==> src/rtl/aes_byte_if_if.sv <==
`default_nettype none
// ============================================================================
//  Module      : aes_byte_if_if
//  Description : Byte-stream handshake bundle for the AES byte front end.
//                Carries the 8-bit input stream (toward the block) and the
//                8-bit ciphertext stream (away from the block).
//  Revision    : 1.0 - initial release
// ============================================================================
interface aes_byte_if_if;
    logic [7:0] in_data;
    logic       in_valid;
    logic       in_ready;
    logic [7:0] out_data;
    logic       out_valid;
    logic       out_ready;

    // Producer/consumer side of the byte bus
    modport master (
        output in_data, in_valid, out_ready,
        input  in_ready, out_data, out_valid
    );

    // Front-end block side of the byte bus
    modport slave (
        input  in_data, in_valid, out_ready,
        output in_ready, out_data, out_valid
    );
endinterface
`default_nettype wire

==> src/rtl/aes_byte_if.sv <==
`default_nettype none
// ============================================================================
//  Module      : aes_byte_if
//  Description : Byte-serial front end for an iterative AES-128 core.
//                Assembles 16 key bytes then 16 plaintext bytes, releases the
//                core from reset, waits for done (with timeout) and streams
//                the 16 ciphertext bytes out, MSB byte first.
//  Revision    : 1.0 - initial release
// ============================================================================
module aes_byte_if #(
    parameter int TIMEOUT = 1023
) (
    input  wire logic         clk,
    input  wire logic         rst,
    aes_byte_if_if.slave      bus,
    output logic [127:0]      core_din,
    output logic [127:0]      core_keyin,
    output logic              core_rst,
    input  wire logic [127:0] core_dout,
    input  wire logic         core_done,
    output logic              busy,
    output logic              err
);

    // Timeout counter is wide enough to hold TIMEOUT itself, so it never wraps
    localparam int                c_to_w    = $clog2(TIMEOUT + 1);
    localparam logic [c_to_w-1:0] c_to_last = c_to_w'(TIMEOUT - 1);

    typedef enum logic [1:0] {
        S_LOAD_KEY = 2'd0,
        S_LOAD_PT  = 2'd1,
        S_WAIT     = 2'd2,
        S_UNLOAD   = 2'd3
    } state_t;

    state_t              state_q, state_d;
    logic [3:0]          cnt_q, cnt_d;
    logic [c_to_w-1:0]   to_q, to_d;
    logic [127:0]        key_q, key_d;
    logic [127:0]        pt_q, pt_d;
    logic [127:0]        sh_q, sh_d;
    logic                core_rst_q, core_rst_d;
    logic                err_q, err_d;

    logic                w_in_fire;
    logic                w_out_fire;
    logic                w_last_byte;

    // Handshake-side outputs are pure state decodes
    assign bus.in_ready  = (state_q == S_LOAD_KEY) || (state_q == S_LOAD_PT);
    assign bus.out_valid = (state_q == S_UNLOAD);
    assign busy          = (state_q == S_WAIT) || (state_q == S_UNLOAD);

    assign bus.out_data  = sh_q[127:120];
    assign core_din      = pt_q;
    assign core_keyin    = key_q;
    assign core_rst      = core_rst_q;
    assign err           = err_q;

    assign w_in_fire     = bus.in_valid && bus.in_ready;
    assign w_out_fire    = bus.out_valid && bus.out_ready;
    assign w_last_byte   = (cnt_q == 4'd15);

    // Next-state and datapath updates for the load / wait / unload sequence
    always_comb begin
        state_d    = state_q;
        cnt_d      = cnt_q;
        to_d       = to_q;
        key_d      = key_q;
        pt_d       = pt_q;
        sh_d       = sh_q;
        core_rst_d = core_rst_q;
        err_d      = err_q;

        case (state_q)
            S_LOAD_KEY: begin
                if (w_in_fire) begin
                    key_d = {key_q[119:0], bus.in_data};
                    // 4-bit counter wraps to 0 naturally after the 16th byte
                    cnt_d = cnt_q + 4'd1;
                    if (w_last_byte) begin
                        state_d = S_LOAD_PT;
                    end
                end
            end

            S_LOAD_PT: begin
                if (w_in_fire) begin
                    pt_d  = {pt_q[119:0], bus.in_data};
                    cnt_d = cnt_q + 4'd1;
                    if (w_last_byte) begin
                        // Release the core on the same edge that takes the last byte
                        state_d    = S_WAIT;
                        core_rst_d = 1'b0;
                        to_d       = '0;
                    end
                end
            end

            S_WAIT: begin
                to_d = to_q + {{(c_to_w-1){1'b0}}, 1'b1};
                // Done has priority over a coincident timeout
                if (core_done) begin
                    sh_d       = core_dout;
                    core_rst_d = 1'b1;
                    state_d    = S_UNLOAD;
                end else if (to_q == c_to_last) begin
                    err_d      = 1'b1;
                    core_rst_d = 1'b1;
                    state_d    = S_LOAD_KEY;
                end
            end

            S_UNLOAD: begin
                if (w_out_fire) begin
                    sh_d  = {sh_q[119:0], 8'h00};
                    cnt_d = cnt_q + 4'd1;
                    if (w_last_byte) begin
                        state_d = S_LOAD_KEY;
                    end
                end
            end

            default: begin
                state_d = S_LOAD_KEY;
            end
        endcase
    end

    // State and datapath registers; reset aborts any frame in progress
    always_ff @(posedge clk or posedge rst) begin
        if (rst) begin
            state_q    <= S_LOAD_KEY;
            cnt_q      <= 4'd0;
            to_q       <= '0;
            key_q      <= '0;
            pt_q       <= '0;
            sh_q       <= '0;
            core_rst_q <= 1'b1;
            err_q      <= 1'b0;
        end else begin
            state_q    <= state_d;
            cnt_q      <= cnt_d;
            to_q       <= to_d;
            key_q      <= key_d;
            pt_q       <= pt_d;
            sh_q       <= sh_d;
            core_rst_q <= core_rst_d;
            err_q      <= err_d;
        end
    end

endmodule
`default_nettype wire

==> src/flat_wrapper.sv <==
// flat-port wrapper written by rule: the top's interface ports become plain ports
module aes_byte_if_flat 
#(
    parameter int TIMEOUT = 1023
)
  (clk, rst, core_din, core_keyin, core_rst, core_dout, core_done, busy, err, bus_in_data, bus_in_valid, bus_out_ready, bus_in_ready, bus_out_data, bus_out_valid);
  aes_byte_if_if bus_i ();
  input  wire logic clk;
  input  wire logic rst;
  output logic [127:0] core_din;
  output logic [127:0] core_keyin;
  output logic core_rst;
  input  wire logic [127:0] core_dout;
  input  wire logic core_done;
  output logic busy;
  output logic err;
  input wire logic [$bits(bus_i.in_data)-1:0] bus_in_data;
  input wire logic [$bits(bus_i.in_valid)-1:0] bus_in_valid;
  input wire logic [$bits(bus_i.out_ready)-1:0] bus_out_ready;
  output wire logic [$bits(bus_i.in_ready)-1:0] bus_in_ready;
  output wire logic [$bits(bus_i.out_data)-1:0] bus_out_data;
  output wire logic [$bits(bus_i.out_valid)-1:0] bus_out_valid;
  assign bus_i.in_data = bus_in_data;
  assign bus_i.in_valid = bus_in_valid;
  assign bus_i.out_ready = bus_out_ready;
  assign bus_in_ready = bus_i.in_ready;
  assign bus_out_data = bus_i.out_data;
  assign bus_out_valid = bus_i.out_valid;
  aes_byte_if #(.TIMEOUT(TIMEOUT)) u_core (.clk(clk), .rst(rst), .bus(bus_i), .core_din(core_din), .core_keyin(core_keyin), .core_rst(core_rst), .core_dout(core_dout), .core_done(core_done), .busy(busy), .err(err));
endmodule
==> config.mk <==
export PLATFORM = sky130hd
export DESIGN_NAME = aes_byte_if_flat
export DESIGN_NICKNAME = d
export VERILOG_FILES = /design/src/rtl/aes_byte_if_if.sv /design/src/rtl/aes_byte_if.sv /design/src/flat_wrapper.sv
export SDC_FILE = /design/constraint.sdc
export NUM_CORES = 1
export LEC_CHECK = 0
export BUFFER_PORTS_ARGS = -buffer_cell sky130_fd_sc_hd__buf_2
export CORE_AREA = 4 4 208 210
export DETAILED_ROUTE_END_ITERATION = 7
export DIE_AREA = 0 0 212 214
export GPL_TIMING_DRIVEN = 0
export MAX_ROUTING_LAYER = met4
export PLACE_DENSITY = 0.63
export SYNTH_ARGS = -nofsm -noshare
export SYNTH_HDL_FRONTEND = slang
export SYNTH_SLANG_ARGS = --single-unit
==> constraint.sdc <==
create_clock -name clk -period 15.88 [get_ports clk]
set_input_delay 1.588 -clock clk [delete_from_list [all_inputs] [get_ports clk]]
set_output_delay 1.588 -clock clk [all_outputs]
set_load 0.01 [all_outputs]
==> Flow_metrics.wiki <==
{| class="wikitable"
! Metric !! Value
|-
| Most utilized layer in the global route result || met2
|-
| Number of antenna violations at the first check in global routing || 11
|-
| Crit path max fanout || 5
|-
| Static leakage power || 10.4 nW
|-
| Fraction of post-synthesis cell area in the top cell type by area || 61.4%
|-
| Post-Place Cell Area || 19,200 sq um
|-
| IR Drop Worst-Case VDD || 0.000132 V
|-
| Predominant post-synthesis flop cell || sky130_fd_sc_hd__dfrtp_1
|-
| Cell count after placement || 2,150
|-
| Buffer levels on the longest clock path || 3
|-
| Internal Pwr Total || 0.00282 W
|-
| Routability-driven placement congestion ratio || 0.817
|-
| Clk Tree Root Cell || sky130_fd_sc_hd__clkbuf_16
|-
| Sequential share of the synthesized area || 61.5%
|-
| Top-count cell post-synth || sky130_fd_sc_hd__dfrtp_1
|-
| Library cell occupying the most area in the post-synthesis netlist || sky130_fd_sc_hd__dfrtp_1
|-
| Number of unique standard cell types used by synthesis || 46
|-
| M2 GR Usage || 29.5%
|-
| Routed wire length || 41,900 um
|-
| Drt first pass iters || 6
|-
| Insertion delay to the later sink of the worst-skew pair || 0.56 ns
|-
| Part of the power in registers || 39.8%
|-
| Setup TNS || 0 ns
|-
| Routed wirelength normalized by instance count || 18.7 um
|-
| Synthesized netlist net count || 1,347
|-
| Final net count || 1,804
|-
| Count of endpoints failing hold in the final timing report || 0
|-
| Met3 capacity usage during global routing || 6.21%
|-
| Total routing usage reported by global routing || 18.7%
|-
| Number of warnings printed during yosys synthesis || 0
|-
| Finished layout cell area || 20,600 sq um
|-
| Switching power as a share of total power || 35.3%
|-
| Crit. Startpoint || u_core.state_q[1]
|-
| DIE HEIGHT || 214 um
|-
| Final-report setup violation count || 0
|-
| Cts repair resizes || 0
|-
| Fraction of layout cells with a size suffix above 1 || 46.8%
|-
| Fin. max-slew vios || 0
|-
| Layout filler cell count || 3,716
|-
| Highest clock rate || 0.298 GHz
|-
| I/O pin count || 410
|-
| Maximum capacitance violations || 0
|-
| Hold_sp || u_core.err
|-
| Via count of the first global-routing pass || 11,600
|-
| Path class of the lowest-slack min-delay path || reg -> reg
|-
| Largest cells by area after synthesis || sky130_fd_sc_hd__dfrtp_1 61%, sky130_fd_sc_hd__mux2_2 18%, sky130_fd_sc_hd__mux2i_1 7.4%
|-
| Met1 layer usage reported by global route || 23.2%
|-
| Count of non-filler cells in the finished layout || 2,239
|-
| Slew of the pin with the lowest slew margin || 0.810 ns
|-
| NetSw || 0.00154 W
|-
| Synthesized flop and latch total || 402
|-
| CP Class || reg -> out
|-
| Global-route wire length before repair || 65,700 um
|-
| Row count || 75
|-
| Initial core utilization || 39.3%
|-
| Category of the worst setup path capture point || primary output
|-
| Fin crit share || 21.2%
|-
| WP data arrival || 1.77 ns
|-
| Required time at the worst-slack endpoint || 14.29 ns
|-
| Worst Clk Skew || 0.0252 ns
|-
| Die X-Extent || 212 um
|-
| CP Launch Type || flip-flop
|-
| Result of the run || finished clean
|-
| Total power || 0.00437 W
|-
| Avg Cell Area, Syn || 13.6 sq um
|-
| Vias per inst || 4.92
|-
| Post-detail-place hpwl || 31,700 um
|-
| P&R area growth vs syn || 26.1%
|-
| Synth async-reset ratio || 100%
|-
| Total congestion overflow after global routing || 0
|-
| Clock tree from TritonCTS || yes
|-
| Largest net degree at the start of global routing || 115
|-
| Share of power burned in the clock network || 23.0%
|-
| Number of H-tree levels || 2
|-
| Count of antenna-violating nets left after detailed routing || 0
|-
| Combinational group share of total power || 37.2%
|-
| Worst setup margin || 12.52 ns
|-
| DRC violations left || 0
|-
| Number of I/O port buffers || 409
|-
| Mapped Cells || 1,199
|-
| Netlist area before placement || 16,400 sq um
|-
| Number of clock sinks || 402
|-
| Pwr Density || 212 nW/um^2
|-
| Slew headroom || 46.0%
|-
| Overall die area || 45,400 sq um
|-
| Post-layout minimum cycle time || 3.36 ns
|-
| Clock-pin transition on the worst setup and hold timing paths || 0.06 ns
|-
| Core area || 41,600 sq um
|-
| Initial detailed-routing violation count || 664
|-
| Buffer count from post-CTS setup fixing || 0
|-
| Vias || 11,000
|-
| Launching point of the worst reg2reg path || u_core.state_q[0]
|-
| Number of enable flip-flop cells after synthesis || 0
|-
| Leading cell types by count after synthesis || 401 x sky130_fd_sc_hd__dfrtp_1, 257 x sky130_fd_sc_hd__mux2_2, 138 x sky130_fd_sc_hd__nand2_1
|-
| Setup Slack @ Placement || 12.45 ns
|-
| Number of buffers added by the clock tree synthesis step || 43
|-
| Setup repair after global routing missed its margin || false
|-
| Hold-fix buffers, CTS || 0
|}
## metal layers
metal | up-vias | routed length, um
li1 | 5149 | -
met1 | 5486 | 17800
met3 | 64 | 3440
met5 | - | 0
met4 | 0 | 973
met2 | 328 | 19700
## kinds of logic after synthesis
group	count (synthesis)	share of synthesized area [%]
DFF	402	61.5
AOI/OAI and AO/OA	150	5.10
adders and majority gates	7	0.536
buffers and inverters	86	3.06
xor gates and xnor gates	3	0.161
muxes	378	25.1
and+or+nand+nor	173	4.52
## per-stage QoR
stage               hold slack [ns]  utilization, %
finish                        0.467            49.6
global route                  0.490            49.6
CTS                           0.469            49.5
detailed placement            0.450            46.1
global placement              0.448            45.9
floorplan                     0.454               -
## power by group through the flow
stage | Sequential (W) | Combinational [W] | Clock [W]
final | 0.00174 | 0.00163 | 0.00100
after global routing | 0.00180 | 0.00179 | 0.00108
after CTS | 0.00174 | 0.00166 | 0.00103
after detailed placement | 0.00176 | 0.00165 | 0
after global placement | 0.00174 | 0.00162 | 0
after floorplan | 0.00181 | 0.000970 | 0
## cells in the final DEF (no fill, tap or decap), drive strengths merged, types with 2 or more instances in the layout
cell type / synthesis / routed
clkbuf: 31 / 94
nand4: 5 / 5
diode: 0 / 12
nand2b: 2 / 2
buf: 50 / 462
clkinvlp: 0 / 2
o211ai: 2 / 2
mux2: 257 / 257
o21ai: 125 / 125
clkinv: 0 / 9
a22o: 8 / 8
xnor2: 2 / 2
nor2b: 3 / 3
inv: 5 / 5
bufinv: 0 / 3
ha: 7 / 7
nand2: 138 / 138
and2: 2 / 2
nor2: 2 / 2
a21boi: 2 / 2
and3: 4 / 4
o31ai: 3 / 3
nand3: 8 / 8
mux2i: 121 / 121
dfrtp: 401 / 401
## flip-flops by register name (all words and copies together) (netlist names)
| name | flops |
|---|---|
| u_core.state_q | 2 |
| u_core.to_q | 10 |
| u_core.core_din | 128 |
| u_core.cnt_q | 4 |
| u_core.core_keyin | 128 |
| u_core.core_rst | 1 |
| u_core.sh_q | 128 |
| u_core.err | 1 |
## cell type report
class / instances / area, sq um / area share [%]
diodes: 12 / 30.0 / 0.146
plain buffers: 81 / 482 / 2.34
clock buffers: 63 / 1250 / 6.07
clock inverters: 14 / 176 / 0.855
inverters: 5 / 26.3 / 0.127
multi-input cells: 711 / 5790 / 28.1
flip-flops and latches: 402 / 10100 / 48.8
well taps: 539 / 674 / 3.27
repair buffers: 412 / 2130 / 10.3
## final timing paths
kind / to / slack [ns] / cells past startpoint
worst max-delay path: bus_in_ready / 12.52 / 4
worst min-delay path: u_core.err / 0.47 / 1
worst max register to register: u_core.core_keyin[127] / 13.50 / 6
worst min register to register: u_core.err / 0.47 / 1
max in group asynchronous: u_core.core_keyin[115] / 13.81 / 3
min in group asynchronous: u_core.sh_q[90] / 1.11 / 2
## worst max-delay path, stage by stage, from the launching register on
cell and delay (ns):
sky130_fd_sc_hd__dfrtp_1 0.43, sky130_fd_sc_hd__inv_1 0.10, sky130_fd_sc_hd__ha_1 0.23, sky130_fd_sc_hd__or2_2 0.32, sky130_fd_sc_hd__buf_2 0.15
Power figures use the tool's default switching activity.
